**config.mk**
```make
export PLATFORM = sky130hd
export DESIGN_NAME = adc0804_sampler
export DESIGN_NICKNAME = d
export VERILOG_FILES = /design/src/rtl/adc0804_sampler.sv
export SDC_FILE = /design/constraint.sdc
export NUM_CORES = 1
export LEC_CHECK = 0
export ABC_CLOCK_PERIOD_IN_PS = 2460
export BUFFER_PORTS_ARGS = -buffer_cell sky130_fd_sc_hd__buf_2
export CAP_MARGIN = 10
export CORE_MARGIN = 2
export CORE_UTILIZATION = 56
export DETAILED_ROUTE_END_ITERATION = 16
export PLACE_DENSITY = 0.81
export SLEW_MARGIN = 20
export SYNTH_ARGS = -nofsm -noshare
export SYNTH_HDL_FRONTEND = slang
export SYNTH_SLANG_ARGS = --single-unit
```
**constraint.sdc**
```tcl
create_clock -name clk -period 2.46 [get_ports clk]
set_clock_uncertainty 0.15 [all_clocks]
set_input_delay 0.738 -clock clk [delete_from_list [all_inputs] [get_ports clk]]
set_output_delay 0.738 -clock clk [all_outputs]
set_load 0.03 [all_outputs]
```
**src/rtl/adc0804_sampler.sv**
```systemverilog
// rtl/adc0804_sampler.sv - ADC0804 conversion sequencer and 8-bit sample register
//
// Purpose:
//   Starts an ADC0804 conversion every SAMPLE_PERIOD clocks, waits for INTR_n,
//   reads DB[7:0] and presents the result as a registered sample with a
//   one-cycle valid strobe. A conversion that never signals INTR_n within
//   CONV_TIMEOUT clocks is abandoned and flagged.
//
// Configuration macro:
//   ADC_AVG4_EN - when defined, four captures are summed and their truncated
//                 mean is reported once per four conversions.
//
// Ports:
//   clk            in   1  system clock (2.08 MHz oscillator)
//   reset          in   1  synchronous, active-high reset
//   intr_n_i       in   1  ADC INTR_n, asynchronous, active-low
//   db_i           in   8  ADC data bus
//   cs_n_o         out  1  ADC chip select, active-low
//   wr_n_o         out  1  ADC write/start, active-low
//   rd_n_o         out  1  ADC read/output enable, active-low
//   sample_o       out  8  last accepted conversion result
//   sample_valid_o out  1  one-cycle strobe, sample_o updated this cycle
//   timeout_o      out  1  one-cycle strobe, conversion aborted
//   fault_o        out  1  sticky timeout flag, cleared by next valid sample
`timescale 1ns/1ps
module adc0804_sampler #(
   parameter int SAMPLE_PERIOD = 2080,
   parameter int WR_CYCLES     = 2,
   parameter int RD_CYCLES     = 2,
   parameter int CONV_TIMEOUT  = 512
) (
   input  logic       clk,
   input  logic       reset,
   input  logic       intr_n_i,
   input  logic [7:0] db_i,
   output logic       cs_n_o,
   output logic       wr_n_o,
   output logic       rd_n_o,
   output logic [7:0] sample_o,
   output logic       sample_valid_o,
   output logic       timeout_o,
   output logic       fault_o
);

   // Period counter width and a single shared phase timer wide enough for
   // the longest of the WR, WAIT and RD phases.
   localparam int PW = (SAMPLE_PERIOD > 2) ? $clog2(SAMPLE_PERIOD) : 1;
   localparam int TW = $clog2(CONV_TIMEOUT + WR_CYCLES + RD_CYCLES + 4);

   localparam logic [PW-1:0] PERIOD_LAST = PW'(SAMPLE_PERIOD - 1);
   localparam logic [TW-1:0] WR_LAST     = TW'(WR_CYCLES - 1);
   localparam logic [TW-1:0] RD_LAST     = TW'(RD_CYCLES - 1);
   localparam logic [TW-1:0] TO_LAST     = TW'(CONV_TIMEOUT - 1);
   // INTR_n is only trusted once the synchronizer has flushed whatever it
   // held from before this conversion started.
   localparam logic [TW-1:0] BLANK_CYC   = TW'(2);

   typedef enum logic [2:0] {
      S_IDLE,
      S_WR,
      S_WAIT,
      S_RD,
      S_DONE
   } state_t;

   // ---------------------------------------------------------------
   // Free-running sample period counter
   // ---------------------------------------------------------------
   logic [PW-1:0] period_cnt;
   logic          tick;

   assign tick = (period_cnt == PERIOD_LAST);

   always_ff @(posedge clk) begin
      if (reset) begin
         period_cnt <= '0;
      end else if (tick) begin
         period_cnt <= '0;
      end else begin
         period_cnt <= period_cnt + 1'b1;
      end
   end

   // ---------------------------------------------------------------
   // INTR_n synchronizer, idles high so reset never looks like INTR
   // ---------------------------------------------------------------
   logic intr_meta;
   logic intr_sync;

   always_ff @(posedge clk) begin
      if (reset) begin
         intr_meta <= 1'b1;
         intr_sync <= 1'b1;
      end else begin
         intr_meta <= intr_n_i;
         intr_sync <= intr_meta;
      end
   end

   // ---------------------------------------------------------------
   // Handshake FSM: all outputs are registered next-state values so
   // the ADC strobes change on the same edge as the state.
   // ---------------------------------------------------------------
   state_t        state_q,   state_d;
   logic [TW-1:0] tmr_q,     tmr_d;
   logic          cs_n_q,    cs_n_d;
   logic          wr_n_q,    wr_n_d;
   logic          rd_n_q,    rd_n_d;
   logic [7:0]    cap_q,     cap_d;
   logic [7:0]    sample_q,  sample_d;
   logic          valid_q,   valid_d;
   logic          timeout_q, timeout_d;
   logic          fault_q,   fault_d;

`ifdef ADC_AVG4_EN
   logic [9:0]    acc_q,     acc_d;
   logic [1:0]    avg_cnt_q, avg_cnt_d;
   logic [9:0]    avg_sum;
`endif

   always_comb begin
      state_d   = state_q;
      tmr_d     = tmr_q;
      cs_n_d    = 1'b1;
      wr_n_d    = 1'b1;
      rd_n_d    = 1'b1;
      cap_d     = cap_q;
      sample_d  = sample_q;
      valid_d   = 1'b0;
      timeout_d = 1'b0;
      fault_d   = fault_q;
`ifdef ADC_AVG4_EN
      acc_d     = acc_q;
      avg_cnt_d = avg_cnt_q;
      // Four 8-bit captures sum to at most 1020, so 10 bits never overflow.
      avg_sum   = acc_q + {2'b00, cap_q};
`endif

      case (state_q)
         S_IDLE: begin
            // Ticks seen in any other state are simply lost.
            if (tick) begin
               state_d = S_WR;
               tmr_d   = '0;
               cs_n_d  = 1'b0;
               wr_n_d  = 1'b0;
            end
         end

         S_WR: begin
            if (tmr_q == WR_LAST) begin
               state_d = S_WAIT;
               tmr_d   = '0;
            end else begin
               tmr_d   = tmr_q + 1'b1;
               cs_n_d  = 1'b0;
               wr_n_d  = 1'b0;
            end
         end

         S_WAIT: begin
            // INTR is checked before the timeout so a late INTR still wins.
            if ((tmr_q >= BLANK_CYC) && !intr_sync) begin
               state_d = S_RD;
               tmr_d   = '0;
               cs_n_d  = 1'b0;
               rd_n_d  = 1'b0;
            end else if (tmr_q == TO_LAST) begin
               state_d   = S_IDLE;
               tmr_d     = '0;
               timeout_d = 1'b1;
               fault_d   = 1'b1;
`ifdef ADC_AVG4_EN
               acc_d     = '0;
               avg_cnt_d = '0;
`endif
            end else begin
               tmr_d = tmr_q + 1'b1;
            end
         end

         S_RD: begin
            if (tmr_q == RD_LAST) begin
               // Bus is sampled while RD_n is still low, then released.
               cap_d   = db_i;
               state_d = S_DONE;
               tmr_d   = '0;
            end else begin
               tmr_d  = tmr_q + 1'b1;
               cs_n_d = 1'b0;
               rd_n_d = 1'b0;
            end
         end

         S_DONE: begin
            state_d = S_IDLE;
`ifdef ADC_AVG4_EN
            if (avg_cnt_q == 2'd3) begin
               sample_d  = avg_sum[9:2];
               valid_d   = 1'b1;
               fault_d   = 1'b0;
               acc_d     = '0;
               avg_cnt_d = '0;
            end else begin
               acc_d     = avg_sum;
               avg_cnt_d = avg_cnt_q + 1'b1;
            end
`else
            sample_d = cap_q;
            valid_d  = 1'b1;
            fault_d  = 1'b0;
`endif
         end

         default: begin
            state_d = S_IDLE;
            tmr_d   = '0;
         end
      endcase
   end

   always_ff @(posedge clk) begin
      if (reset) begin
         state_q   <= S_IDLE;
         tmr_q     <= '0;
         cs_n_q    <= 1'b1;
         wr_n_q    <= 1'b1;
         rd_n_q    <= 1'b1;
         cap_q     <= '0;
         sample_q  <= '0;
         valid_q   <= 1'b0;
         timeout_q <= 1'b0;
         fault_q   <= 1'b0;
`ifdef ADC_AVG4_EN
         acc_q     <= '0;
         avg_cnt_q <= '0;
`endif
      end else begin
         state_q   <= state_d;
         tmr_q     <= tmr_d;
         cs_n_q    <= cs_n_d;
         wr_n_q    <= wr_n_d;
         rd_n_q    <= rd_n_d;
         cap_q     <= cap_d;
         sample_q  <= sample_d;
         valid_q   <= valid_d;
         timeout_q <= timeout_d;
         fault_q   <= fault_d;
`ifdef ADC_AVG4_EN
         acc_q     <= acc_d;
         avg_cnt_q <= avg_cnt_d;
`endif
      end
   end

   assign cs_n_o         = cs_n_q;
   assign wr_n_o         = wr_n_q;
   assign rd_n_o         = rd_n_q;
   assign sample_o       = sample_q;
   assign sample_valid_o = valid_q;
   assign timeout_o      = timeout_q;
   assign fault_o        = fault_q;

endmodule

```
## After elaboration in Yosys (flattened, before gate mapping)

Index checks and enable logic that the tools add are counted.
Widths: inputs -> output; s select.

| word-level totals | value |
|---|---|
| bits in writable memories | 0 |
| memories | 0 |
| word-level logic and storage cells | 64 |
| output and inout port bits | 14 |
| register bits | 49 |
| latch bits | 0 |
| bits in read-only memories | 0 |
| bits of input ports | 11 |

| cells by class | value |
|---|---|
| mux-type cells | 22 |
| $add $sub $neg | 2 |
| multiply operators | 0 |
| eq/ne operators | 13 |
| bitwise logic cells | 2 |
| shift operators | 0 |
| reductions and logical operators | 11 |
| divide/modulo/power cells | 0 |
| $lt $le $gt $ge | 1 |

Operators by type and width:

| cell | number |
|---|---|
| $mux 10 | 4 |
| $pmux 10 s4 | 1 |
| $mux 3 | 5 |
| $add 12x1->12 const B | 1 |
| $eq 12x12->1 const B | 1 |
| $pmux 3 s4 | 1 |
| $add 10x1->10 const B | 1 |
| $eq 10x1->1 const B | 1 |
| $eq 10x9->1 const B | 1 |
| $ge 10x2->1 const B | 1 |
| $ne 2x2->1 const B | 5 |
| $mux 1 | 7 |
| $eq 3x2->1 const B | 2 |
| $pmux 1 s2 | 3 |
| $reduce_and 2->1 | 2 |
| $reduce_and 4->1 | 1 |
| $reduce_or 2->1 | 2 |
| $eq 3x1->1 const B | 1 |
| $eq 3x3->1 const B | 1 |
| $logic_not 3->1 | 1 |
| $ne 3x3->1 const B | 1 |
| $pmux 1 s3 | 1 |
| $reduce_and 3->1 | 1 |
| $reduce_or 3->1 | 1 |
| 4 further kinds | 5 |

## Longest topological paths before layout

| depth | value |
|---|---|
| depth in word-level cells | 4 |
| mapped depth | 7 |
| mapped depth without buffers | 7 |

## Worst setup path before layout

Ideal clock, no wire load.

| path | value |
|---|---|
| kind | flip-flop to flip-flop |
| from | register period_cnt[0] |
| to | register tmr_q[4] |
| stages on the path, launching flop included | 8 |
| setup time | 0.071 ns |
| path slack | 0.498 ns |
| required time | 2.239 ns |
| arrival time | 1.741 ns |
| path through | dfxtp_1 -> ha_1 -> and4_2 -> nand4_4 -> and2_4 -> buf_6 -> or4_1 -> o2bb2ai_1 |

| between the ends | value |
|---|---|
| word-level cells in the longest chain between the ends | 3 |

Ends and longest elaborated chain:

| element | RTL line | source |
|---|---|---|
| start: declaration | 69 | `logic [PW-1:0] period_cnt;` |
| start signal: assignment | 80 | `period_cnt <= period_cnt + 1'b1;` |
| $eq 12x12->1 | 72 | `assign tick = (period_cnt == PERIOD_LAST);` |
| $ne 2x2->1 (no source line) | - |  |
| $reduce_and 2->1 (no source line) | - |  |
| end signal: assignment | 240 | `tmr_q <= tmr_d;` |
| end: declaration | 105 | `logic [TW-1:0] tmr_q, tmr_d;` |

Every way passes these cells.
A chain may end at the register's enable or synchronous reset.

## Worst setup path after layout

| path | value |
|---|---|
| from | register tmr_q[5] |
| to | register cap_q[4] |

| between the ends | value |
|---|---|
| word-level cells in the longest chain between the ends | 2 |

Ends and longest elaborated chain:

| element | RTL line | source |
|---|---|---|
| $eq 10x1->1 | 183 | `if (tmr_q == RD_LAST) begin` |
| $reduce_and 2->1 (no source line) | - |  |
| end signal: assignment | 244 | `cap_q <= cap_d;` |
| end: declaration | 109 | `logic [7:0] cap_q, cap_d;` |

Every way passes these cells.

==> results.md <==
- Run status: completed
- FP Rows: 22
- PortBufs: 24
- Post-CTS setup buffers: 0
- CTS sink count: a little under 50
- Share of cells above drive strength 1: 0.172
- Worst-Margin Slew: about 560 ps
- Leakage dissipation: between 0.8 and 0.9 nW
- Critical path's slowest cell: nor4_2
- Post-synth cell types: 49
- Multi-input gate area: approximately 1000 µm²
- # setup viols final: 0
- Worst min path class: flop to flop
- Clk Tree Root Cell: clkbuf_8
- Cts hold-fix bufs: 0
- Die height: between 60 and 70 µm
- Main flop type after synthesis: dfxtp_1
- Post-synthesis cell count: 226
- Hold Crit Depth: 1
- Seq. cell area: 981 µm²
- Synth warnings: 0
- Via count: between 1500 and 2000
- Crit end category: flop
- Post-synth top area cell: dfxtp_1
- Pwr/cell area: around 570 nW/µm²
- WL/cell: about 13 µm
- Setup TNS: 0 ps
- Worst-Skew Late Latency: a little over 300 ps
- Post-Place Cell Area: 2220 µm²
- Gpl congestion: between 0.8 and 0.9
- Total Power: between 1 and 1.5 mW
- Largest net degree at the start of global routing: 34
- GR Util All Layers: 0.207
- Critical path required time: around 2500 ps
- Crit Path Class: flop to flop
- Starting Density: 0.575
- Total detailed-routing wirelength: roughly 3900 µm
- Fillers: 315
- FF-to-FF End: cap_q[4]$_SDFFE_PP0P_
- R2r setup slk: 380 ps
- CP cell instances: nor4_2 > nand4_1 > nor2_4 > mux2i_1 > nor2_1
- First-pass GRT wire length: 6690 µm
- Crit-path max cell delay: 440 ps
- Slew margin rel.: 0.628
- Max_cap viols: 0
- Synth top area cells: dfxtp_1 (47%), nor2_1 (6.2%), nand2_1 (5.1%)
- Clock buffer depth: 2
- Synthesized Nets: about 240
- TritonCTS buffer count: 5
- Hold EP: intr_sync$_SDFF_PP1_
- Reg-to-reg startpoint: tmr_q[5]$_SDFFE_PP0P_
- Drt pass-1 iters: 4
- Post-cts sizing count: 0
- I/O pin total: 25
- Initial antenna violation count: 0
- Cells on worst reg2reg path: 5
- Die outline width: 64.8 µm
- Final ANT Viol Nets: 0
- Hold Violations, Final: 0
- Worst-path clk slew: ~90 ps
- TritonCTS clock tree: built
- Commonest non-fill, non-tap cells in the layout: dfxtp_1 (49), nor2_1 (34), nand2_1 (28)
- Via-to-Cell Ratio: between 5 and 6
- Area delta synth->final: 11.2%
- Arr. time, crit path: between 2000 and 2500 ps
- Die footprint: between 4000 and 5000 µm²
- Mean post-synth cell area: a little over 9 µm²
- Ys async rst share: 0
- Fmax: just under 500 MHz
- Register area share after synthesis: 0.473
- Commonest non-fill, non-tap cell in the layout: dfxtp_1
- Cell area after synthesis: slightly above 2000 µm²
- Final period util: 0.846
- Synth top area share: 0.473
- Core area: about 3600 µm²
- Vias in the first global route: between 1500 and 2000
- RSZ-0062 raised after global routing: false
- Slew Viols, Final: 0
- #FFs+latches synth: approximately 50
- Total gr overflow: 0
- Post-place setup slack: around 380 ps
- Post-synth EDFFs: 0
- Hold Crit Start: intr_meta$_SDFF_PP1_
- Worst Path Max Fanout: 8
- DRC violations left: 0
- Max VDD drop: approximately 440 µV
- ANT cells: 0
- Fin util: 0.639
- Drt first-iter violations: approximately 160
- Post-layout min period: between 2000 and 2500 ps
- Critical Path Start Type: flop
- Fin area: 2310 µm²
- Detail Placement HPWL: ~2700 µm
- Final worst slack: ~380 ps
- # nets final: 264
- H-tree depth: 2
==> Yosys cell counts (2+ instances only) <==
cell type and n:
and4_1 3, or2_1 2, mux2i_1 8, a21o_1 2, nand3_1 5, a31oi_1 3, o211ai_1 2, or2_2 2
nand2_1 28, ha_1 4, and3_1 3, nand4_1 3, nor3_1 4, clkbuf_1 7, dfxtp_1 49, inv_1 5
a21oi_1 12, nor4_2 2, nor2b_1 3, nor2_1 34, and2_1 3, xnor2_1 9, xor2_1 7
==> state kept, by name (all words and copies together) (netlist names) <==
name and cells:
tmr_q 10, cs_n_o 1, intr_sync 1, timeout_o 1
rd_n_o 1, cap_q 8, period_cnt 12, fault_o 1
wr_n_o 1, state_q 3, sample_valid_o 1, intr_meta 1
sample_o 8
==> layer usage <==
layer	GRT usage	wire [µm]	vias up
met1	0.252	1800	765
met5	0	0	-
met2	0.340	1870	37
met4	0.0984	64	0
met3	0.0538	153	6
li1	-	-	826
==> layout make-up <==
type,count,share of cell area
Multi-Input combinational cell,164,0.449
Sequential cell,49,0.425
Timing Repair Buffer,24,0.0521
Clock buffer,5,0.0298
Tap cell,48,0.0260
Clock inverter,3,0.00922
Inverter,5,0.00814
==> worst max-delay path, delay by kind of cell, from the launching register on <==
kind / cells / cell delay, ps
muxes: 1 / 230
and+or+nand+nor: 4 / 1210
DFF: 1 / 360
==> stage by stage <==
stage	cells	hold WS, ps
after floorplan	226	239
after global placement	290	244
after detailed placement	290	268
after CTS	298	289
after global routing	298	325
final	298	290
==> power by group <==
| part | switching [mW] | internal (mW) |
|---|---|---|
| registers | 0.00381 | 0.798 |
| logic | 0.0188 | 0.0120 |
| clock network | 0.277 | 0.202 |
| total | 0.300 | 1.01 |
==> worst max path at each step <==
stage,from,endpoint
finish,tmr_q[5]$_SDFFE_PP0P_,cap_q[4]$_SDFFE_PP0P_
global route,tmr_q[2]$_SDFFE_PP0P_,cap_q[1]$_SDFFE_PP0P_
CTS,tmr_q[5]$_SDFFE_PP0P_,cap_q[4]$_SDFFE_PP0P_
detailed placement,tmr_q[5]$_SDFFE_PP0P_,cap_q[4]$_SDFFE_PP0P_
global placement,tmr_q[5]$_SDFFE_PP0P_,cap_q[4]$_SDFFE_PP0P_
floorplan,period_cnt[0]$_SDFF_PP0_,tmr_q[4]$_SDFFE_PP0P_
==> kinds of logic after synthesis <==
logic type,after synthesis,synth area share
xor+xnor,16,0.0676
simple gates,105,0.271
buf+inv,13,0.0272
fa+ha+maj,4,0.0241
mux,8,0.0386
flops,49,0.473
compound gates,31,0.0984
No activity file was read; power rests on OpenSTA's default activity.
